## src/rtl/seg7_pkg.sv

```systemverilog
// Shared types, glyph constants and the 7-segment to hex decode function
// for the scanned-display receiver.
package seg7_pkg;

    typedef logic [7:0] seg_t;

    // Active-low hgfedcba patterns with the decimal point dark.
    localparam seg_t SEG_0     = 8'hC0;
    localparam seg_t SEG_1     = 8'hF9;
    localparam seg_t SEG_2     = 8'hA4;
    localparam seg_t SEG_3     = 8'hB0;
    localparam seg_t SEG_4     = 8'h99;
    localparam seg_t SEG_5     = 8'h92;
    localparam seg_t SEG_6     = 8'h82;
    localparam seg_t SEG_7     = 8'hF8;
    localparam seg_t SEG_8     = 8'h80;
    localparam seg_t SEG_9     = 8'h90;
    localparam seg_t SEG_A     = 8'h88;
    localparam seg_t SEG_B     = 8'h83;
    localparam seg_t SEG_C     = 8'hC6;
    localparam seg_t SEG_D     = 8'hA1;
    localparam seg_t SEG_E     = 8'h86;
    localparam seg_t SEG_F     = 8'h8E;
    localparam seg_t SEG_BLANK = 8'hFF;

    // Returns {valid, nibble}; the decimal point (bit 7) does not affect the glyph.
    function automatic logic [4:0] seg7_to_hex(input seg_t seg);
        logic [4:0] res;
        case (seg[6:0])
            SEG_0[6:0]: res = {1'b1, 4'h0};
            SEG_1[6:0]: res = {1'b1, 4'h1};
            SEG_2[6:0]: res = {1'b1, 4'h2};
            SEG_3[6:0]: res = {1'b1, 4'h3};
            SEG_4[6:0]: res = {1'b1, 4'h4};
            SEG_5[6:0]: res = {1'b1, 4'h5};
            SEG_6[6:0]: res = {1'b1, 4'h6};
            SEG_7[6:0]: res = {1'b1, 4'h7};
            SEG_8[6:0]: res = {1'b1, 4'h8};
            SEG_9[6:0]: res = {1'b1, 4'h9};
            SEG_A[6:0]: res = {1'b1, 4'hA};
            SEG_B[6:0]: res = {1'b1, 4'hB};
            SEG_C[6:0]: res = {1'b1, 4'hC};
            SEG_D[6:0]: res = {1'b1, 4'hD};
            SEG_E[6:0]: res = {1'b1, 4'hE};
            SEG_F[6:0]: res = {1'b1, 4'hF};
            default:    res = 5'b0_0000;
        endcase
        return res;
    endfunction

endpackage

```

## src/rtl/seg7_scan_decoder_if.sv

```systemverilog
// Pin-side scanned-display bus plus the rebuilt per-digit outputs.
// master drives the gpio lines and consumes results; slave is the decoder.
interface seg7_scan_decoder_if #(
    parameter int N_DIGITS = 6
);
    localparam int IDX_W = (N_DIGITS > 1) ? $clog2(N_DIGITS) : 1;

    logic [7:0]            seg_n;
    logic [N_DIGITS-1:0]   dig_n;
    logic [N_DIGITS*8-1:0] raw_seg;
    logic [N_DIGITS*4-1:0] hex;
    logic [N_DIGITS-1:0]   hex_valid;
    logic [N_DIGITS-1:0]   dp;
    logic                  upd;
    logic [IDX_W-1:0]      upd_idx;
    logic                  err;

    modport master (
        output seg_n, dig_n,
        input  raw_seg, hex, hex_valid, dp, upd, upd_idx, err
    );

    modport slave (
        input  seg_n, dig_n,
        output raw_seg, hex, hex_valid, dp, upd, upd_idx, err
    );

endinterface

```

## src/rtl/seg7_glyph_decode.sv

```systemverilog
// Combinational decode of one captured 7-segment pattern to a hex nibble.
module seg7_glyph_decode
    import seg7_pkg::*;
(
    input  seg_t       seg,
    output logic [3:0] nibble,
    output logic       valid
);

    logic [4:0] dec_s;

    // Table lookup lives in the package so every user decodes identically.
    always_comb begin
        dec_s  = seg7_to_hex(seg);
        valid  = dec_s[4];
        nibble = dec_s[3:0];
    end

endmodule

```

## src/rtl/seg7_scan_decoder.sv

```systemverilog
// Receiver for a time-multiplexed 7-segment bus: synchronize, filter, capture, decode.
// Optional stale-digit blanking is enabled with SEG7_SCAN_STALE_TIMEOUT_EN.
module seg7_scan_decoder
    import seg7_pkg::*;
#(
    parameter int N_DIGITS      = 6,
    parameter int STABLE_CYCLES = 4,
    parameter int TIMEOUT_W     = 20
)(
    input  logic                clk,
    input  logic                reset,
    seg7_scan_decoder_if.slave  bus
);

    localparam int         IDX_W    = (N_DIGITS > 1) ? $clog2(N_DIGITS) : 1;
    localparam int         BUS_W    = N_DIGITS + 8;
    localparam logic [7:0] CNT_LAST = 8'(STABLE_CYCLES - 1);

    if (STABLE_CYCLES < 2 || STABLE_CYCLES > 255 || TIMEOUT_W < 1) begin : g_param_check
        $error("seg7_scan_decoder: STABLE_CYCLES must be 2..255 and TIMEOUT_W >= 1");
    end

    logic [BUS_W-1:0]    sync1_r;
    logic [BUS_W-1:0]    s2_r;
    logic [BUS_W-1:0]    prev_r;
    logic [7:0]          cnt_r;
    logic                done_r;

    logic [N_DIGITS-1:0] sel_s;
    logic                any_s;
    logic                multi_s;
    logic [IDX_W-1:0]    sel_idx_s;
    logic                eval_s;
    logic                write_s;

    seg_t                raw_r [N_DIGITS];
    logic                upd_r;
    logic [IDX_W-1:0]    upd_idx_r;
    logic                err_r;

    seg_t                disp_s   [N_DIGITS];
    logic [3:0]          nib_s    [N_DIGITS];
    logic                val_s    [N_DIGITS];

    // Two-flop synchronizer and the stability window filter.
    always_ff @(posedge clk or posedge reset) begin
        if (reset) begin
            sync1_r <= '1;
            s2_r    <= '1;
            prev_r  <= '1;
            cnt_r   <= 8'd0;
            done_r  <= 1'b1;
        end else begin
            sync1_r <= {bus.dig_n, bus.seg_n};
            s2_r    <= sync1_r;
            if (s2_r != prev_r) begin
                prev_r <= s2_r;
                cnt_r  <= 8'd0;
                done_r <= 1'b0;
            end else if (cnt_r < CNT_LAST) begin
                cnt_r <= cnt_r + 8'd1;
            end else if (!done_r) begin
                done_r <= 1'b1;
            end
        end
    end

    // One evaluation per stable window; classify the digit-select pattern.
    always_comb begin
        sel_s     = ~s2_r[8 +: N_DIGITS];
        any_s     = |sel_s;
        multi_s   = |(sel_s & (sel_s - N_DIGITS'(1)));
        eval_s    = (s2_r == prev_r) && (cnt_r >= CNT_LAST) && !done_r;
        write_s   = eval_s && any_s && !multi_s;
        sel_idx_s = '0;
        for (int i = 0; i < N_DIGITS; i++) begin
            sel_idx_s = sel_s[i] ? IDX_W'(i) : sel_idx_s;
        end
    end

    // Capture registers and the one-cycle event pulses.
    always_ff @(posedge clk or posedge reset) begin
        if (reset) begin
            for (int i = 0; i < N_DIGITS; i++) begin
                raw_r[i] <= SEG_BLANK;
            end
            upd_r     <= 1'b0;
            upd_idx_r <= '0;
            err_r     <= 1'b0;
        end else begin
            upd_r <= write_s;
            err_r <= eval_s && multi_s;
            if (write_s) begin
                raw_r[sel_idx_s] <= s2_r[7:0];
                upd_idx_r        <= sel_idx_s;
            end
        end
    end

`ifdef SEG7_SCAN_STALE_TIMEOUT_EN
    logic [TIMEOUT_W-1:0] age_r [N_DIGITS];

    // Per-digit age since last capture; saturation marks the digit stale.
    always_ff @(posedge clk or posedge reset) begin
        if (reset) begin
            for (int i = 0; i < N_DIGITS; i++) begin
                age_r[i] <= '1;
            end
        end else begin
            for (int i = 0; i < N_DIGITS; i++) begin
                if (write_s && (sel_idx_s == IDX_W'(i))) begin
                    age_r[i] <= '0;
                end else if (!(&age_r[i])) begin
                    age_r[i] <= age_r[i] + 1'b1;
                end
            end
        end
    end

    // Stale digits present as blank, which also clears their valid flag.
    always_comb begin
        for (int i = 0; i < N_DIGITS; i++) begin
            disp_s[i] = (&age_r[i]) ? SEG_BLANK : raw_r[i];
        end
    end
`else
    // Captured patterns are held until overwritten.
    always_comb begin
        for (int i = 0; i < N_DIGITS; i++) begin
            disp_s[i] = raw_r[i];
        end
    end
`endif

    for (genvar g = 0; g < N_DIGITS; g++) begin : g_digit
        seg7_glyph_decode u_decode (
            .seg    (disp_s[g]),
            .nibble (nib_s[g]),
            .valid  (val_s[g])
        );
    end

    // Flatten per-digit results onto the interface.
    always_comb begin
        bus.raw_seg   = '0;
        bus.hex       = '0;
        bus.hex_valid = '0;
        bus.dp        = '0;
        for (int i = 0; i < N_DIGITS; i++) begin
            bus.raw_seg[8*i +: 8] = disp_s[i];
            bus.hex[4*i +: 4]     = nib_s[i];
            bus.hex_valid[i]      = val_s[i];
            bus.dp[i]             = ~disp_s[i][7];
        end
        bus.upd     = upd_r;
        bus.upd_idx = upd_idx_r;
        bus.err     = err_r;
    end

endmodule

```

## src/flat_wrapper.sv

```systemverilog
// flat-port wrapper written by rule: the top's interface ports become plain ports
module seg7_scan_decoder_flat import seg7_pkg::*;
#(
    parameter int N_DIGITS      = 6,
    parameter int STABLE_CYCLES = 4,
    parameter int TIMEOUT_W     = 20
)
  (clk, reset, bus_seg_n, bus_dig_n, bus_raw_seg, bus_hex, bus_hex_valid, bus_dp, bus_upd, bus_upd_idx, bus_err);
  seg7_scan_decoder_if #(.N_DIGITS(N_DIGITS)) bus_i ();
  input  logic clk;
  input  logic reset;
  input wire logic [$bits(bus_i.seg_n)-1:0] bus_seg_n;
  input wire logic [$bits(bus_i.dig_n)-1:0] bus_dig_n;
  output wire logic [$bits(bus_i.raw_seg)-1:0] bus_raw_seg;
  output wire logic [$bits(bus_i.hex)-1:0] bus_hex;
  output wire logic [$bits(bus_i.hex_valid)-1:0] bus_hex_valid;
  output wire logic [$bits(bus_i.dp)-1:0] bus_dp;
  output wire logic [$bits(bus_i.upd)-1:0] bus_upd;
  output wire logic [$bits(bus_i.upd_idx)-1:0] bus_upd_idx;
  output wire logic [$bits(bus_i.err)-1:0] bus_err;
  assign bus_i.seg_n = bus_seg_n;
  assign bus_i.dig_n = bus_dig_n;
  assign bus_raw_seg = bus_i.raw_seg;
  assign bus_hex = bus_i.hex;
  assign bus_hex_valid = bus_i.hex_valid;
  assign bus_dp = bus_i.dp;
  assign bus_upd = bus_i.upd;
  assign bus_upd_idx = bus_i.upd_idx;
  assign bus_err = bus_i.err;
  seg7_scan_decoder #(.N_DIGITS(N_DIGITS), .STABLE_CYCLES(STABLE_CYCLES), .TIMEOUT_W(TIMEOUT_W)) u_core (.clk(clk), .reset(reset), .bus(bus_i));
endmodule
```

## config.mk

```make
export PLATFORM = sky130hd
export DESIGN_NAME = seg7_scan_decoder_flat
export DESIGN_NICKNAME = d
export VERILOG_FILES = /design/src/rtl/seg7_pkg.sv /design/src/rtl/seg7_scan_decoder_if.sv /design/src/rtl/seg7_glyph_decode.sv /design/src/rtl/seg7_scan_decoder.sv /design/src/flat_wrapper.sv
export SDC_FILE = /design/constraint.sdc
export NUM_CORES = 1
export LEC_CHECK = 0
export ABC_AREA = 1
export ABC_CLOCK_PERIOD_IN_PS = 5850
export CORE_MARGIN = 3
export CORE_UTILIZATION = 30
export DETAILED_ROUTE_END_ITERATION = 8
export HOLD_SLACK_MARGIN = 0.06
export PLACE_DENSITY = 0.58
export REMOVE_ABC_BUFFERS = 1
export SETUP_SLACK_MARGIN = 0.2
export SYNTH_ARGS = -nofsm -noshare
export SYNTH_HDL_FRONTEND = slang
export SYNTH_HIERARCHICAL = 1
export SYNTH_SLANG_ARGS = --single-unit
```

## constraint.sdc

```tcl
create_clock -name clk -period 5.85 [get_ports clk]
set_clock_uncertainty 0.1 [all_clocks]
set_input_delay 0.585 -clock clk [delete_from_list [all_inputs] [get_ports clk]]
set_output_delay 0.585 -clock clk [all_outputs]
set_load 0.01 [all_outputs]
```

After elaboration in Yosys (flattened, before gate mapping):

Cells that the tools add are included.

* bits in registers: 104
* input bits: 16
* word-level logic and storage cells: 157

* add/subtract/negate cells: 2
* order comparisons: 4
* equality and inequality tests: 93
* mux-type cells: 18
* bitwise logic cells: 9
* reduce and logical (&&, ||, !) cells: 17

Operators by type and width (number)
* one-hot mux 5 bit (16 select lines): 6
* == test 7 bit, second input constant: 24
* == test 7 x 5 -> 1 bit, second input constant: 18
* == test 7 x 6 -> 1 bit, second input constant: 18
* == test 7 x 2 -> 1 bit, second input constant: 12
* == test 7 x 4 -> 1 bit, second input constant: 12
* bitwise mux 48 bit: 1
* == test 7 x 3 -> 1 bit, second input constant: 6
* zero test 7 bit: 6
* demux 8 bit (select 3 bit): 1
* two-way mux 8 bit: 3
* == test 14 bit: 1
* != test 14 bit: 1
* two-way mux 3 bit: 4
* OR reduction 6 bit: 2
* adder 8 x 1 -> 8 bit, second input constant: 1
* >= comparator 8 x 2 -> 1 bit, second input constant: 1
* < comparator 8 x 2 -> 1 bit, second input constant: 1
* bitwise AND 6 bit: 1
* logical AND 1 bit: 6
* NOT 1 bit: 6
* NOT 6 bit: 1
* subtractor 6 x 1 -> 6 bit, second input constant: 1
* >= comparator 4 bit, second input constant: 1
* other kinds (6): 9

Depth between registers and ports, before layout:

Gate-level depths: netlist of run 1.

* word-level depth: 12
* mapped depth: 13

Hierarchy:

The synthesis of run 1 kept the hierarchy.

By module, submodules not included
* seg7_scan_decoder: times used 1, cells an instance 457, area each 4381.7 um^2, sequential area each 2716.4 um^2
* seg7_glyph_decode: times used 6, cells an instance 74, area each 344.1 um^2, sequential area each 0.0 um^2

Worst setup path before layout of run 1:

No wires, ideal clock.

* kind: register to output
* start: register u_core.raw_r, in the netlist u_core/bus.raw_seg[4]
* end: output port bus_hex_valid[0]
* arrival: 1137 ps
* required time: 5165 ps
* path slack: 4028 ps
* cell stages (with the launch flop): 8
* cells stage by stage: dfstp_2 -> inv_1 -> nand2_1 -> nor2_1 -> nand2_1 -> nand3_2 -> nor2_2 -> nand3_1

* word-level cells in the longest chain between the ends: 2

Ends and longest elaborated chain
* from (decl): RTL line seg7_scan_decoder.sv:36 `seg_t raw_r [N_DIGITS];`
* from (signal, indexed assignment): RTL line seg7_scan_decoder.sv:94 `raw_r[sel_idx_s] <= s2_r[7:0];`
* == test 7 x 4 -> 1 bit (tied with other cells): RTL line seg7_pkg.sv:29 `case (seg[6:0])`
* one-hot mux 5 bit (16 select lines) *: RTL line seg7_pkg.sv:29
* to (decl): RTL line flat_wrapper.sv:16 `output wire logic [$bits(bus_i.hex_valid)-1:0] bus_hex_valid;`

Every way passes the cells marked *; elsewhere a longest branch is shown, timed or not.

Worst setup path after layout of run 1:

* start: register u_core.raw_r, in the netlist u_core/bus.raw_seg[46]
* end: output port bus_hex_valid[5]

Same word-level chain as after synthesis.

==> results.yml, run 1 <==
global_routing:
  track_usage: 0.1287
  grt_pass1_wl_mm: 25.51
  antenna_found_initial: 0
  grt-ovfl-total: 0
  grt_pass1_vias: 5146
  grt_max_degree: 63
critical_path:
  crit_buf_inv: 2
  worstReg2RegEnd: "u_core/bus.raw_seg[18]"
  cp.arrival_ns: 2.10
  critical_path.max_stage_delay_ns: 0.60
  cp_max_fo: 7
  setup.worst_path.end_class: "output pin"
  cpMaxStageDelayCell: "dfstp_2"
  r2r_setup_slack_ns: 3.18
  path_class: "register to output pin"
  cp_cell_sequence: "inv_2, nor3_1, nand2_1, nand3_2, nor2_2, nand3_1, clkdlybuf4s50_1"
  cp_top_family: "buffers and inverters"
  cp.required_ns: 5.16
  r2r_cells: 10
  r2r-start: "u_core/s2_r[13]"
  worst_setup_path_start_kind: "register"
clock_network:
  hold_buffers: 0
  worst_skew_pair.late_latency_ns: 0.34
  clk_pin_slew_ns: 0.07
  cts_tree: "yes"
  clock_sinks: 104
  numCtsBuffers: 9
  clk_path_buf_depth: 2
  post_cts_buffers: 0
  cts_resized: 0
  htreeDepth: 3
  root_buffer: "clkbuf_16"
synthesis:
  ys_types: 26
  synthFlopType: "dfstp_2"
  synth_warnings: 6
  synthTopCellsByArea: "dfstp_2 (37%), nand2_1 (21%), nor2_1 (5.9%)"
  synth_seq_cells: 104
  synth-seq-area-share: 0.4214
  synth-edff-count: 0
  synthTopCellsByCount: "nand2_1 (359), nor2_1 (101), dfstp_2 (91), inv_1 (74), nand3_1 (60)"
  synth_cells: 901
  synth.avg_cell_area_um2: 7.154
  async_flop_share: 1.000
  synth_top_area_frac: 0.3709
  synth_area_mm2: 0.006446
  synthMostInstantiatedCell: "nand2_1"
  synth_largest_area_cell: "dfstp_2"
timing:
  slew_headroom: 0.2493
  max_freq_ghz: 0.3597
  fin_ws_ns: 3.070
  timing.final.crit_share: 0.4752
  slew_violations: 0
  grt_setup_unrepaired: "false"
  fin_hold_ws_ns: 0.2494
  tns_ns: 0
  setup_violations: 0
  fin_crit_ns: 2.780
  tightest_slew_ns: 1.123
  finalHoldViolCount: 0
pwr:
  power_mw: 1.387
  p_clk_frac: 0.404
  pwr-share-seq: 0.554
  ir_drop_mv: 0.1532
  p_int_mw: 1.081
  power.density_mw_per_mm2: 174.4
  p_sw_frac: 0.2211
  switchingPower_mw: 0.3068
  p_leak_nw: 3.848
  combinationalPowerShare: 0.042
die:
  rows: 52
  dieArea_mm2: 0.02328
  dieHeight_um: 152.6
  die_w_um: 152.6
  core_area_mm2: 0.02069
  initial_core_util: 0.3116
  io_pins: 105
drt:
  firstDrtPassIters: 4
  viasPerCell: 4.348
  ant_nets: 0
  top_layer_used: "met4"
  wl_met2_mm: 6.950
  drt-initial-drc-count: 304
  totalWireLength_mm: 14.76
  wire_per_inst_um: 11.68
  wl_met1_mm: 6.985
  routed-wl-met3_um: 690
  vias: 5492
  drcViolationCount: 0
final_layout:
  drive_gt1_frac: 0.2558
  nNetsFinal: 1005
  syn_to_final_growth_pct: 23.39
  diodes: 0
  nFillCells: 2164
place:
  dp_slack_ns: 3.201
  io_buffers: 104
  gp_congestion: 0.8875
  post-dp-hpwl_mm: 10.97
hold_path:
  hp-start: "u_core/sync1_r[6]"
  whs_path_depth: 0
  hold_path_class: "register to register"
  holdPathEnd: "u_core/s2_r[6]"
flow_run:
  max_cap_viol_count: 0
outcome:
  status: "completed"
-- how the worst max path moves through the flow --
stage / start / to / cells past startpoint
floorplan: reset / u_core/bus.err / 1
global placement: u_core/s2_r[13] / u_core/bus.raw_seg[46] / 10
detailed placement: u_core/s2_r[13] / u_core/bus.raw_seg[7] / 10
CTS: u_core/bus.raw_seg[46] / bus_hex_valid[5] / 7
global route: u_core/s2_r[13] / u_core/bus.raw_seg[0] / 10
finish: u_core/bus.raw_seg[46] / bus_hex_valid[5] / 7
-- flip-flops by register name, indices dropped and copies added (netlist names) --
name,flops
u_core/bus.upd_idx,3
u_core/sync1_r,14
u_core/bus.err,1
u_core/bus.upd,1
u_core/prev_r,14
u_core/cnt_r,8
u_core/done_r,1
u_core/bus.raw_seg,48
u_core/s2_r,14
-- power by group through the flow --
| stage | registers [mW] | clock network, mW | logic, mW |
|---|---|---|---|
| final | 0.768 | 0.561 | 0.0585 |
| after floorplan | 0.770 | 0 | 0.0390 |
| after global placement | 0.779 | 0 | 0.0597 |
| after CTS | 0.769 | 0.580 | 0.0602 |
| after global routing | 0.771 | 0.610 | 0.0679 |
| after detailed placement | 0.780 | 0 | 0.0601 |
-- cell families after synthesis --
family,share of synthesized area
and+or+nand+nor,0.4785
buffers and inverters,0.08987
DFF,0.4214
AOI/OAI and AO/OA,0.006987
xor gates and xnor gates,0.001359
adders and majority gates,0.001941
-- stage by stage --
step	utilization	instances	instance area, um2
2_1_floorplan	-	872	6287
3_3_place_gp	0.3710	1247	7676
3_5_place_dp	0.3710	1247	7676
4_1_cts	0.3844	1263	7954
5_1_grt	0.3844	1263	7954
6_report	0.3844	1263	7954
-- per-layer routing --
metal,GRT usage,up-vias
met5,0,-
met4,0.02418,0
met1,0.1717,2476
met3,0.02386,13
li1,-,2899
met2,0.2202,104
-- layout make-up --
class | count | area (um2) | share of cell area
well taps | 270 | 337.8 | 0.04247
repair buffers | 105 | 1049 | 0.1318
multi-input cells | 656 | 3151 | 0.3961
flip-flops and latches | 104 | 2716 | 0.3415
clock inverters | 2 | 13.76 | 0.001730
inverters | 112 | 422.9 | 0.05317
clock buffers | 14 | 264.0 | 0.03319
-- placed cells by master (no fill, tap or decap), types with 16 or more instances in the layout --
master / Yosys / layout
clkdlybuf4s50_1: 0 / 104
nor2_1: 101 / 101
nor2_2: 41 / 41
nand2_2: 24 / 24
nand3_2: 16 / 16
nand3_1: 60 / 60
inv_2: 38 / 38
inv_1: 74 / 73
dfstp_2: 91 / 91
nand2_1: 359 / 359
Note: power is estimated with default switching activity, not from simulation.
==> run 2: changes to the inputs <==
--- a/config.mk
+++ b/config.mk
@@ -6,12 +6,12 @@
 export NUM_CORES = 1
 export LEC_CHECK = 0
 export ABC_AREA = 1
-export ABC_CLOCK_PERIOD_IN_PS = 5850
+export ABC_CLOCK_PERIOD_IN_PS = 2300
 export CORE_MARGIN = 3
 export CORE_UTILIZATION = 30
 export DETAILED_ROUTE_END_ITERATION = 8
 export HOLD_SLACK_MARGIN = 0.06
-export PLACE_DENSITY = 0.58
+export PLACE_DENSITY = 0.6
 export REMOVE_ABC_BUFFERS = 1
 export SETUP_SLACK_MARGIN = 0.2
 export SYNTH_ARGS = -nofsm -noshare
==> constraint.sdc (replaced) <==
create_clock -name clk -period 2.3 [get_ports clk]
set_clock_uncertainty 0.1 [all_clocks]
set_input_delay 0.23 -clock clk [delete_from_list [all_inputs] [get_ports clk]]
set_output_delay 0.23 -clock clk [all_outputs]
set_load 0.01 [all_outputs]
==> run 2 against run 1 <==
Net effect: count of clock-buffer cells in the layout decreased by 1; cell count increased by 8.6%; die area unchanged.
==> results.yml, run 2 (synthesized netlist as in run 1, its figures left out) <==
critical_path:
  cp.arrival_ns: 1.78
  setup.worst_path.end_class: "output pin"
  r2r_cells: 12
  worst_setup_path_start_kind: "register"
  worstReg2RegEnd: "u_core/bus.raw_seg[9]"
  r2r_setup_slack_ns: 0.33
  path_class: "register to output pin"
  cp_max_fo: 5
  r2r-start: "u_core/s2_r[13]"
  cp.required_ns: 1.97
place:
  post-dp-hpwl_mm: 11.76
  dp_slack_ns: 0.2469
  place_area_mm2: 0.007849
  dpl.cell_count: 1265
  io_buffers: 104
  gp_congestion: 0.8691
pwr:
  ir_drop_mv: 0.3161
  combinationalPowerShare: 0.055
  p_clk_frac: 0.418
  power.density_mw_per_mm2: 407.6
  power_mw: 3.671
  p_sw_frac: 0.2159
  p_leak_nw: 4.506
  pwr-share-seq: 0.527
  p_int_mw: 2.878
  switchingPower_mw: 0.7926
final_layout:
  final_common_cell: "nand2_1"
  diodes: 0
  nFillCells: 2069
  post-route-util: 0.4353
  layout_common_cells: "nand2_1 (341), buf_4 (94), dfstp_2 (91), nor2_1 (77), clkdlybuf4s50_1 (74)"
  design_area_mm2: 0.009006
  drive_gt1_frac: 0.4060
  largest_register_ffs: 48
  syn_to_final_growth_pct: 39.71
  nNetsFinal: 1113
  finalNonFillerCells: 1371
timing:
  max_freq_ghz: 0.4749
  fin_ws_ns: 0.1945
  slew_headroom: 0.7062
  setup_violations: 0
  slew_violations: 0
  timing.final.crit_share: 0.9154
  tns_ns: 0
  finalHoldViolCount: 0
  fin_hold_ws_ns: 0.1536
  grt_setup_unrepaired: "true"
  tightest_slew_ns: 0.4406
  fin_crit_ns: 2.106
clock_network:
  clk_pin_slew_ns: 0.07
  htreeDepth: 3
  root_buffer: "clkbuf_16"
  numCtsBuffers: 9
  worst_skew_pair.late_latency_ns: 0.34
  cts_tree: "yes"
  clock_sinks: 104
  clk_path_buf_depth: 2
global_routing:
  grt_max_degree: 35
  antenna_found_initial: 0
  grt-ovfl-total: 0
  grt_pass1_vias: 5607
  grt_pass1_wl_mm: 26.99
  track_usage: 0.1383
flow_run:
  max_cap_viol_count: 0
drt:
  drcViolationCount: 0
  totalWireLength_mm: 16.75
  drt-initial-drc-count: 337
  ant_nets: 0
  vias: 6064
  viasPerCell: 4.423
  wire_per_inst_um: 12.21
  firstDrtPassIters: 4
die:
  io_pins: 105
  initial_core_util: 0.3116
  die_w_um: 152.6
  dieHeight_um: 152.6
  core_area_mm2: 0.02069
  rows: 52
  dieArea_mm2: 0.02328
hold_path:
  hold_path_class: "primary input to asynchronous set/reset pin"
outcome:
  status: "completed"
-- run 2: per-layer routing --
layer	GRT usage	share of wire	routed length, um	up-vias
met4	0.03861	0.020	331	0
met1	0.1755	0.44	7360	2805
met5	0	0	0	-
met2	0.2373	0.50	8327	118
li1	-	-	-	3115
met3	0.03096	0.043	726	26
-- run 2: area by class of cell --
type | instances | area, um2 | share of cell area
Multi-Input combinational cell | 656 | 3377 | 0.3750
Sequential cell | 104 | 2716 | 0.3016
Timing Repair Buffer | 213 | 1848 | 0.2052
Inverter | 112 | 426.7 | 0.04737
Tap cell | 270 | 337.8 | 0.03751
Clock buffer | 13 | 260.3 | 0.02890
Clock inverter | 3 | 40.04 | 0.004446
-- run 2: what timing repair did --
item	CTS	global route
gates cloned	0	1
hold buffers	0	0
resized for setup	92	92
setup buffers	62	27
pin swaps	13	39
setup endpoints to repair	30	77
-- run 2: worst max path at each step --
| stage | cells after the start | start | end |
|---|---|---|---|
| 2_1_floorplan | 1 | reset | u_core/bus.err |
| 3_3_place_gp | 7 | u_core/bus.raw_seg[38] | bus_hex_valid[4] |
| 3_5_place_dp | 7 | u_core/bus.raw_seg[38] | bus_hex_valid[4] |
| 4_1_cts | 8 | u_core/bus.raw_seg[18] | bus_hex[11] |
| 5_1_grt | 10 | u_core/bus.raw_seg[42] | bus_hex_valid[5] |
| 6_report | 9 | u_core/bus.raw_seg[21] | bus_hex[8] |
-- run 2: power groups by stage --
stage          clock network, mW  registers [mW]  logic, mW
2_1_floorplan                  0            1.96     0.0993
3_3_place_gp                   0            1.96      0.195
5_1_grt                     1.67            1.94      0.226
3_5_place_dp                   0            1.97      0.196
6_report                    1.53            1.94      0.200
4_1_cts                     1.60            1.94      0.196
-- run 2: critical path: stages (launching register included) --
cell	delay [ns]
dfstp_2	0.59
buf_6	0.13
nor3_4	0.04
buf_4	0.13
buf_6	0.11
nand2_2	0.07
nand2_2	0.06
nor2_2	0.09
nand3b_1	0.08
buf_2	0.14
==> run 3: changes to the inputs <==
--- a/config.mk
+++ b/config.mk
@@ -6,7 +6,6 @@
 export NUM_CORES = 1
 export LEC_CHECK = 0
 export ABC_AREA = 1
-export ABC_CLOCK_PERIOD_IN_PS = 2300
 export CORE_MARGIN = 3
 export CORE_UTILIZATION = 30
 export DETAILED_ROUTE_END_ITERATION = 8
==> results of run 3 <==
No change in the layout: final DEF, timing and power equal those of run 2.
